`src/rtl/vco_adc_spi_pkg.sv`:
```
// Shared opcodes and FSM state encoding for the VCO-ADC SPI responder.
package vco_adc_spi_pkg;

    localparam logic [7:0] CMD_READ = 8'h03;
    localparam logic [7:0] CMD_STAT = 8'h05;
    localparam logic [7:0] CMD_CLR  = 8'h06;

    typedef enum logic [1:0] {
        IDLE = 2'd0,
        CMD  = 2'd1,
        DATA = 2'd2,
        DONE = 2'd3
    } state_t;

endpackage

```
`src/rtl/vco_adc_sample_fifo.sv`:
```
// First-word-fall-through sample FIFO; a pop on an empty FIFO is ignored,
// and a push while full is accepted only when a pop frees a slot in the same cycle.
module vco_adc_sample_fifo #(
    parameter int DW    = 16,
    parameter int DEPTH = 4,
    parameter int CW    = $clog2(DEPTH) + 1
) (
    input  logic          clock,
    input  logic          resetb,
    input  logic          push,
    input  logic          pop,
    input  logic [DW-1:0] din,
    output logic [DW-1:0] dout,
    output logic [CW-1:0] count,
    output logic          full,
    output logic          empty
);

    localparam int AW = $clog2(DEPTH);

    logic [DW-1:0] mem_q [DEPTH];
    logic [AW-1:0] wr_ptr_q, wr_ptr_d;
    logic [AW-1:0] rd_ptr_q, rd_ptr_d;
    logic [CW-1:0] count_q, count_d;
    logic          do_push, do_pop;

    assign full    = (count_q == CW'(DEPTH));
    assign empty   = (count_q == '0);
    assign do_pop  = pop && !empty;
    assign do_push = push && (!full || do_pop);
    assign dout    = mem_q[rd_ptr_q];
    assign count   = count_q;

    always_comb begin
        wr_ptr_d = wr_ptr_q + AW'(do_push);
        rd_ptr_d = rd_ptr_q + AW'(do_pop);
        count_d  = count_q + CW'(do_push) - CW'(do_pop);
    end

    always_ff @(posedge clock) begin
        if (do_push) begin
            mem_q[wr_ptr_q] <= din;
        end
    end

    always_ff @(posedge clock or negedge resetb) begin
        if (!resetb) begin
            wr_ptr_q <= '0;
            rd_ptr_q <= '0;
            count_q  <= '0;
        end else begin
            wr_ptr_q <= wr_ptr_d;
            rd_ptr_q <= rd_ptr_d;
            count_q  <= count_d;
        end
    end

endmodule

```
`src/rtl/vco_adc_spi_responder.sv`:
```
// SPI mode-0 responder streaming buffered VCO-ADC samples; SPI pins are
// oversampled on the system clock.
//   state | meaning
//   IDLE  | CSB high, waiting for CSB fall
//   CMD   | shifting in the command byte
//   DATA  | shifting tx_sr out on SDO
//   DONE  | transfer complete, waiting for CSB high
module vco_adc_spi_responder
    import vco_adc_spi_pkg::*;
#(
    parameter int DW    = 16,
    parameter int DEPTH = 4,
    parameter int CW    = $clog2(DEPTH) + 1
) (
    input  logic          clock,
    input  logic          resetb,
    input  logic          sample_valid,
    input  logic [DW-1:0] sample_data,
    input  logic          spi_csb,
    input  logic          spi_sck,
    input  logic          spi_sdi,
    output logic          spi_sdo,
    output logic          spi_sdo_oe,
    output logic [CW-1:0] fifo_count,
    output logic          overflow,
    output logic          underflow,
    output logic          busy
);

    localparam int BW = $clog2(DW);

    logic          csb_meta_q, csb_sync_q, csb_prev_q;
    logic          sck_meta_q, sck_sync_q, sck_prev_q;
    logic          sdi_meta_q, sdi_sync_q;
    logic          sck_rise, sck_fall, csb_fall;

    state_t        state_q, state_d;
    logic [BW-1:0] bit_cnt_q, bit_cnt_d;
    logic [6:0]    cmd_sr_q, cmd_sr_d;
    logic [DW-1:0] tx_sr_q, tx_sr_d;
    logic          overflow_q, overflow_d;
    logic          underflow_q, underflow_d;
    logic          sdo_q, sdo_d;
    logic          sdo_oe_q, sdo_oe_d;
    logic          busy_q, busy_d;
    logic [7:0]    cmd_byte;

    logic          fifo_pop;
    logic [DW-1:0] fifo_dout;
    logic          fifo_full, fifo_empty;

    vco_adc_sample_fifo #(.DW(DW), .DEPTH(DEPTH), .CW(CW)) u_fifo (
        .clock  (clock),
        .resetb (resetb),
        .push   (sample_valid),
        .pop    (fifo_pop),
        .din    (sample_data),
        .dout   (fifo_dout),
        .count  (fifo_count),
        .full   (fifo_full),
        .empty  (fifo_empty)
    );

    assign sck_rise = sck_sync_q && !sck_prev_q && !csb_sync_q;
    assign sck_fall = !sck_sync_q && sck_prev_q && !csb_sync_q;
    assign csb_fall = csb_prev_q && !csb_sync_q;
    assign cmd_byte = {cmd_sr_q, sdi_sync_q};

    always_comb begin
        state_d     = state_q;
        bit_cnt_d   = bit_cnt_q;
        cmd_sr_d    = cmd_sr_q;
        tx_sr_d     = tx_sr_q;
        overflow_d  = overflow_q;
        underflow_d = underflow_q;
        fifo_pop    = 1'b0;
        case (state_q)
            IDLE: begin
                if (csb_fall) begin
                    state_d   = CMD;
                    bit_cnt_d = BW'(7);
                end
            end
            CMD: begin
                if (sck_rise) begin
                    cmd_sr_d  = cmd_byte[6:0];
                    bit_cnt_d = bit_cnt_q - 1'b1;
                    if (bit_cnt_q == '0) begin
                        bit_cnt_d = BW'(DW - 1);
                        case (cmd_byte)
                            CMD_READ: begin
                                fifo_pop = 1'b1;
                                tx_sr_d  = fifo_empty ? '0 : fifo_dout;
                                state_d  = DATA;
                            end
                            CMD_STAT: begin
                                tx_sr_d = {overflow_q, underflow_q, 3'b000, fifo_count,
                                           {(DW - 5 - CW){1'b0}}};
                                state_d = DATA;
                            end
                            CMD_CLR: begin
                                overflow_d  = 1'b0;
                                underflow_d = 1'b0;
                                state_d     = DONE;
                            end
                            default: state_d = DONE;
                        endcase
                    end
                end
            end
            DATA: begin
                // The fall right after the command byte must keep the MSB on SDO.
                if (sck_rise) begin
                    if (bit_cnt_q == '0) begin
                        state_d = DONE;
                    end else begin
                        bit_cnt_d = bit_cnt_q - 1'b1;
                    end
                end else if (sck_fall && bit_cnt_q != BW'(DW - 1)) begin
                    tx_sr_d = tx_sr_q << 1;
                end
            end
            DONE: state_d = DONE;
            default: state_d = IDLE;
        endcase
        if (csb_sync_q) begin
            state_d = IDLE;
        end
        // New events are applied after CLR so that a same-cycle set wins.
        if (fifo_pop && fifo_empty) begin
            underflow_d = 1'b1;
        end
        if (sample_valid && fifo_full && !fifo_pop) begin
            overflow_d = 1'b1;
        end
        sdo_oe_d = (state_d == DATA);
        sdo_d    = sdo_oe_d && tx_sr_d[DW-1];
        busy_d   = (state_d != IDLE);
    end

    always_ff @(posedge clock or negedge resetb) begin
        if (!resetb) begin
            csb_meta_q  <= 1'b1;
            csb_sync_q  <= 1'b1;
            csb_prev_q  <= 1'b1;
            sck_meta_q  <= 1'b0;
            sck_sync_q  <= 1'b0;
            sck_prev_q  <= 1'b0;
            sdi_meta_q  <= 1'b0;
            sdi_sync_q  <= 1'b0;
            state_q     <= IDLE;
            bit_cnt_q   <= '0;
            cmd_sr_q    <= '0;
            tx_sr_q     <= '0;
            overflow_q  <= 1'b0;
            underflow_q <= 1'b0;
            sdo_q       <= 1'b0;
            sdo_oe_q    <= 1'b0;
            busy_q      <= 1'b0;
        end else begin
            csb_meta_q  <= spi_csb;
            csb_sync_q  <= csb_meta_q;
            csb_prev_q  <= csb_sync_q;
            sck_meta_q  <= spi_sck;
            sck_sync_q  <= sck_meta_q;
            sck_prev_q  <= sck_sync_q;
            sdi_meta_q  <= spi_sdi;
            sdi_sync_q  <= sdi_meta_q;
            state_q     <= state_d;
            bit_cnt_q   <= bit_cnt_d;
            cmd_sr_q    <= cmd_sr_d;
            tx_sr_q     <= tx_sr_d;
            overflow_q  <= overflow_d;
            underflow_q <= underflow_d;
            sdo_q       <= sdo_d;
            sdo_oe_q    <= sdo_oe_d;
            busy_q      <= busy_d;
        end
    end

    assign spi_sdo    = sdo_q;
    assign spi_sdo_oe = sdo_oe_q;
    assign overflow   = overflow_q;
    assign underflow  = underflow_q;
    assign busy       = busy_q;

endmodule

```
`config.mk`:
```
export PLATFORM = sky130hd
export DESIGN_NAME = vco_adc_spi_responder
export DESIGN_NICKNAME = d
export VERILOG_FILES = /design/src/rtl/vco_adc_spi_pkg.sv /design/src/rtl/vco_adc_sample_fifo.sv /design/src/rtl/vco_adc_spi_responder.sv
export SDC_FILE = /design/constraint.sdc
export NUM_CORES = 1
export LEC_CHECK = 0
export ABC_AREA = 0
export ABC_CLOCK_PERIOD_IN_PS = 3500
export CAP_MARGIN = 20
export CORE_ASPECT_RATIO = 0.8
export CORE_MARGIN = 2
export CORE_UTILIZATION = 54
export DETAILED_ROUTE_END_ITERATION = 16
export PLACE_DENSITY = 0.81
export SETUP_SLACK_MARGIN = 0.4
export SLEW_MARGIN = 5
export SYNTH_ARGS = -nofsm -noshare
export SYNTH_HDL_FRONTEND = slang
export SYNTH_SLANG_ARGS = --single-unit
export TNS_END_PERCENT = 10
```
`constraint.sdc`:
```
create_clock -name clock -period 3.5 [get_ports clock]
set_input_delay 0.525 -clock clock [delete_from_list [all_inputs] [get_ports clock]]
set_output_delay 0.525 -clock clock [all_outputs]
set_load 0.02 [all_outputs]
```
# ---- Word level (Yosys, flattened, before mapping)
# Memories as Yosys holds them, arrays and structs flattened.
# Cells that the tools add are included.
# W data, S select, Z words.
dict set report totals {
  output_inout_bits 8
  in_bits 22
  register_bits 49
  mem_count 1
  wordCells 116
  mem_bits_rw 64
}
dict set report op_classes {
  n_addsub 5
  n_eq_ne 17
  n_reduce_logical 39
  n_mux 33
}
# name depth width read_ports rd_clocked_by_memory_dff wr line
set memory_table {}
lappend memory_table {u_fifo.mem_q 4 16 1 0 1 vco_adc_sample_fifo.sv:21} ;# logic [DW-1:0] mem_q [DEPTH];
# op n
set ops {}
lappend ops {{$mux W16} 5}
lappend ops {{$pmux W16 S2} 2}
lappend ops {{$mux W4} 5}
lappend ops {{$reduce_bool A2 Y1} 10}
lappend ops {{$eq A8 B3 Y1 const B} 2}
lappend ops {{$ne A2 B2 Y1 const B} 7}
lappend ops {{$mux W1} 13}
lappend ops {{$logic_and A1 B1 Y1} 12}
lappend ops {{$mux W2} 6}
lappend ops {{$pmux W4 S3} 1}
lappend ops {{$eq A8 B2 Y1 const B} 1}
lappend ops {{$pmux W2 S4} 1}
lappend ops {{$reduce_and A4 Y1} 2}
lappend ops {{$eq A2 B2 Y1 const B} 3}
lappend ops {{$logic_not A1 Y1} 6}
lappend ops {{$reduce_and A6 Y1} 1}
lappend ops {{$reduce_and A5 Y1} 1}
lappend ops {{$add A2 B1 Y2} 2}
lappend ops {{$logic_not A4 Y1} 1}
lappend ops {{$ne A4 B4 Y1 const B} 1}
lappend ops {{$sub A4 B1 Y4 const B} 1}
lappend ops {{$add A3 B1 Y3} 1}
lappend ops {{$eq A3 B3 Y1 const B} 1}
lappend ops {{$logic_not A3 Y1} 1}
lappend ops {{other kinds (8)} 8}

# ---- Depth between registers and ports, before layout
dict set report depth {
  ltp_word 10
  depth_mapped 14
  depth_no_buf 12
}

# ---- Cells and area by module
# From an unflattened synthesis, not the netlist that was laid out.
dict set report unflattened {
  cells_unflattened 300
  hier_area_um2 4918.5
}
# module seq_area_each_um2 instances area_each_um2 cells_each
set by_module_without_submodules {}
lappend by_module_without_submodules {vco_adc_sample_fifo 2097.0 1 2733.9 115}
lappend by_module_without_submodules {vco_adc_spi_responder 1054.8 1 2184.6 185}

# ---- Worst setup path after synthesis
# Ideal clock, no wire load.
dict set report synth_timing {
  path_kind {reg2reg}
  from {register state_q[1]}
  to {memory u_fifo.mem_q[0][0], enable pin}
  setup_ns 0.409
  t_arrival_ns 2.578
  stages_incl_launch_ff 9
  synth_period_minus_slack_ns 2.987
  setup_slack_ns 0.513
  required_time_ns 3.091
  n_path_buf 2
  cell_sequence {dfrtp_1 inv_1 ha_1 buf_2 and4bb_2 buf_4 and4_1 o21ai_0 nor3_1}
}
dict set report synth_via {
  elab_chain_len 7
}
# element line
set synth_lines {}
lappend synth_lines {{start, declared} vco_adc_spi_responder.sv:37} ;# state_t state_q, state_d;
lappend synth_lines {{start signal, assigned} vco_adc_spi_responder.sv:169} ;# state_q <= state_d;
lappend synth_lines {{$eq A2 B1 Y1} vco_adc_spi_responder.sv:77} ;# case (state_q)
lappend synth_lines {{$mux W1} vco_adc_spi_responder.sv:77}
lappend synth_lines {{$logic_and A1 B1 Y1} vco_adc_sample_fifo.sv:29} ;# assign do_pop = pop && !empty;
lappend synth_lines {{$logic_or A1 B1 Y1} vco_adc_sample_fifo.sv:30} ;# assign do_push = push && (!full || do_pop);
lappend synth_lines {{$logic_and A1 B1 Y1} vco_adc_sample_fifo.sv:30}
lappend synth_lines {{$mux W1} vco_adc_sample_fifo.sv:41} ;# if (do_push) begin
lappend synth_lines {{$mux W1 (implied by the code)} vco_adc_sample_fifo.sv:42} ;# mem_q[wr_ptr_q] <= din;
lappend synth_lines {{end, declared} vco_adc_sample_fifo.sv:21}
# No other way between the ends.

# ---- Worst setup path in the final report
dict set report layout_timing {
  from {register state_q[1]}
  to {register u_fifo.count_q[2], in the netlist u_fifo.count[2]}
}
dict set report layout_via {
  elab_chain_len 7
}
# element line
set layout_lines {}
lappend layout_lines {{$eq A2 B1 Y1 *} vco_adc_spi_responder.sv:77}
lappend layout_lines {{$mux W1 *} vco_adc_spi_responder.sv:77}
lappend layout_lines {{$logic_and A1 B1 Y1 *} vco_adc_sample_fifo.sv:29}
lappend layout_lines {{$logic_or A1 B1 Y1} vco_adc_sample_fifo.sv:30}
lappend layout_lines {{$logic_and A1 B1 Y1} vco_adc_sample_fifo.sv:30}
lappend layout_lines {{$add A3 B1 Y3} vco_adc_sample_fifo.sv:37} ;# count_d = count_q + CW'(do_push) - CW'(do_pop);
lappend layout_lines {{$sub A3 B1 Y3 *} vco_adc_sample_fifo.sv:37}
lappend layout_lines {{net u_fifo.count_d[2]} vco_adc_sample_fifo.sv:24} ;# logic [CW-1:0] count_q, count_d;
lappend layout_lines {{end signal, assigned} vco_adc_sample_fifo.sv:54} ;# count_q <= count_d;
lappend layout_lines {{end, declared} vco_adc_sample_fifo.sv:24}
# The timed path passes the listed nets; every way through them passes the cells marked *.
# A chain may end at the register's enable or synchronous reset.

==> results.py <==
metrics = {
    "drt": {
        "drt_iter0_drc": 232,
        "route.detailed.drc": 0,
        "drtAntennaViolNets": 0,
        "viasPerCell": 5.91,
        "wl_per_cell_um": 18.8,
        "wl_um": 9370,
        "num_vias": 2949,
        "drtPass1Iterations": 5,
    },
    "yosys": {
        "netlist-cell-type-count": 59,
        "yosys_warnings": 0,
        "syn-num-nets": 361,
        "synthCells": 330,
        "avgSynthCellArea_um2": 14.6,
        "synth_edf_count": 64,
        "yosysTopAreaCell": "edfxtp_1",
        "netlist.area_leader.share_pct": 39.8,
        "synth.area.top_cells": "edfxtp_1 40%, dfrtp_1 24%, mux4_2 7.5%, ha_1 2.1%, nand2_1 1.7%",
        "ys_seq_area_share_pct": 65.3,
        "synth_top_family_by_area": "simple AND/OR/NAND/NOR gates",
        "synth_compound_area_share_pct": 8.94,
        "ys_ff_latch": 113,
        "synth-async-reset-ratio_pct": 43.4,
        "synth_common_cells": "64 x edfxtp_1, 46 x dfrtp_1, 22 x nand2_1",
        "synth_xor_area_share_pct": 1.09,
        "synth_fa_ha_area_share_pct": 2.49,
        "yosys.area_share.simple_pct": 10.0,
        "netlist_area_mm2": 0.00483,
        "synth_most_common_cell": "edfxtp_1",
        "synth_mux_area_share_pct": 9.30,
        "ys.flop_type": "edfxtp_1",
    },
    "placement": {
        "placedCellCount": 465,
        "gp_congestion": 0.873,
        "dp_hpwl_um": 5900,
        "numPortBuffers": 29,
    },
    "global_routing": {
        "antenna_found_initial": 0,
        "grtUsageTotal_pct": 21.7,
        "grt_pass1_vias": 2884,
        "overflow": 0,
        "grt_max_degree": 50,
        "grt_first_pass_wirelength_um": 15100,
    },
    "clock_network": {
        "cts_tree": "yes",
        "cts_setup_buffers": 0,
        "path_clk_slew_ns": 0.06,
        "clock_path_buffers": 2,
        "cts_made_buffers": 17,
        "worstSkewPairLatency_ns": 0.51,
        "cts_root_buf": "clkbuf_8",
        "cts_sinks": 113,
        "htree_levels": 4,
    },
    "floorplanning": {
        "start_util_pct": 56.2,
        "dieHeight_um": 88.6,
        "io_pins": 30,
        "core-area_mm2": 0.00860,
        "die_w_um": 110,
        "die-area_mm2": 0.00972,
        "row_count": 30,
    },
    "final_layout": {
        "diodes": 0,
        "area_growth_syn_to_layout_pct": 21.2,
        "final_nets": 405,
        "multiInputGateArea_mm2": 0.00155,
        "fin_cells": 499,
        "fill_cells": 576,
        "drive_gt1_share_pct": 19.9,
        "register_area_mm2": 0.00315,
    },
    "status": {
        "status": "finished clean",
    },
    "timing": {
        "setup_tns_ns": 0,
        "finalCritPeriodShare_pct": 82.7,
        "setup-violations-final": 0,
        "final-hold-violation-count": 0,
        "period_minus_slack_ns": 2.89,
        "slew_headroom_pct": 47.4,
        "fin_worst_skew_ns": 0.00933,
        "drv_slew": 0,
        "hold_ws_ns": 0.356,
        "rsz0062_at_grt": "no",
        "tightest_slew_ns": 0.790,
        "fmax_mhz": 346,
    },
    "min_path": {
        "hold_path_class": "reg -> reg",
    },
    "setup_path": {
        "critPathArrivalTime_ns": 3.28,
        "endpoint_kind": "register",
        "worstPathRequired_ns": 3.89,
        "crit_path_start_kind": "register",
        "crit_type": "reg -> reg",
        "path_max_fanout": 10,
    },
    "pwr": {
        "power_density_mw_per_mm2": 703,
        "clkPwrFrac_pct": 40.5,
        "p_switching_mw": 1.10,
        "p_int_mw": 3.02,
        "power.leakage_nw": 2.15,
        "switching_share_pct": 26.6,
        "power_frac_comb_pct": 15.4,
        "p_seq_share_pct": 44.0,
        "peakVddDrop_uv": 457,
    },
    "flow_run": {
        "cap_viol_max_count": 0,
    },
}
[registers in the layout, summed over array words and instances, names as in the netlist]
signal and cells:
u_fifo.mem_q 64, sck_meta_q 1, u_fifo.rd_ptr_q 2, busy 1
sck_sync_q 1, overflow 1, bit_cnt_q 4, sdi_sync_q 1
csb_meta_q 1, u_fifo.wr_ptr_q 2, state_q 2, u_fifo.count 3
tx_sr_q 16, sdi_meta_q 1, spi_sdo 1, underflow 1
csb_prev_q 1, csb_sync_q 1, cmd_sr_q 7, spi_sdo_oe 1
sck_prev_q 1
[final timing paths]
path	from	end	slack, ns	depth (start not counted)
min in group asynchronous	resetb	tx_sr_q[3]$_DFFE_PN0P_	0.45	2
setup reg to reg	state_q[1]$_DFF_PN0_	u_fifo.count[2]$_DFF_PN0_	0.61	12
max in group asynchronous	resetb	csb_meta_q$_DFF_PN1_	2.48	3
hold / removal	sdi_meta_q$_DFF_PN0_	sdi_sync_q$_DFF_PN0_	0.36	0
hold reg to reg	sdi_meta_q$_DFF_PN0_	sdi_sync_q$_DFF_PN0_	0.36	0
setup / recovery	state_q[1]$_DFF_PN0_	u_fifo.count[2]$_DFF_PN0_	0.61	12
[cells by family after synthesis]
| kind of cell | Yosys count |
|---|---|
| AOI/OAI and AO/OA | 67 |
| adders and majority gates | 9 |
| xor gates and xnor gates | 6 |
| DFF | 113 |
| buffers and inverters | 31 |
| and+or+nand+nor | 80 |
| muxes | 24 |
[final cells by class]
class	instances	area share [%]
inverter	19	1.22
multi-input combinational	186	26.4
clock buffer	19	7.20
timing repair buffer	37	6.16
clock inverter	13	2.80
tap	112	2.39
sequential	113	53.8
[power by group through the flow]
stage	sequential, mW	clock, mW	combinational, mW
after floorplan	1.81	0	0.388
after global routing	1.84	1.75	0.695
after global placement	1.82	0	0.610
after CTS	1.81	1.70	0.634
after detailed placement	1.83	0	0.624
final	1.81	1.67	0.635
[worst max-delay path, stage by stage (launching register included)]
cell and delay [ns]:
dfrtp_1 0.43, inv_1 0.11, ha_2 0.28, and4bb_2 0.42, nand4b_1 0.20, nor2_1 0.24, nand2_1 0.10, mux2i_1 0.14
ha_1 0.16, inv_1 0.05, fa_1 0.37, xnor2_1 0.15, xnor2_1 0.13
[metrics by stage]
| stage | utilization (%) | setup WS [ns] | instance area (um2) | power (mW) |
|---|---|---|---|---|
| final | 68.1 | 0.607 | 5850 | 4.12 |
| after global routing | 68.1 | 0.415 | 5850 | 4.28 |
| after CTS | 67.7 | 0.557 | 5820 | 4.14 |
| after detailed placement | 60.9 | 0.569 | 5240 | 2.45 |
| after global placement | 60.9 | 0.713 | 5240 | 2.43 |
| after floorplan | - | 0.513 | 4830 | 2.20 |
[per-layer routing]
metal / routed length (um) / global-route usage, % / part of all wire, %
met1: 3970 / 29.5 / 42
met2: 4570 / 32.8 / 49
met3: 731 / 7.29 / 7.8
met4: 101 / 8.63 / 1.1
met5: 0 / 0 / 0
[timing repair]
action	CTS	global route
setup endpoints to repair	0	1
endpoints found under the hold margin	0	12
hold buffers	0	1
gates resized for setup	0	1
[placed cells by master (no fill, tap or decap), types with 10 or more instances in the layout]
| cell type | count |
|---|---|
| mux4_2 | 16 |
| edfxtp_1 | 64 |
| a21oi_1 | 13 |
| a22oi_1 | 10 |
| clkbuf_16 | 16 |
| nand2_1 | 22 |
| dfrtp_1 | 46 |
| o21ai_0 | 14 |
| inv_1 | 19 |
| nor2_1 | 11 |
| clkdlybuf4s50_1 | 28 |
Power figures use the tool's default switching activity.
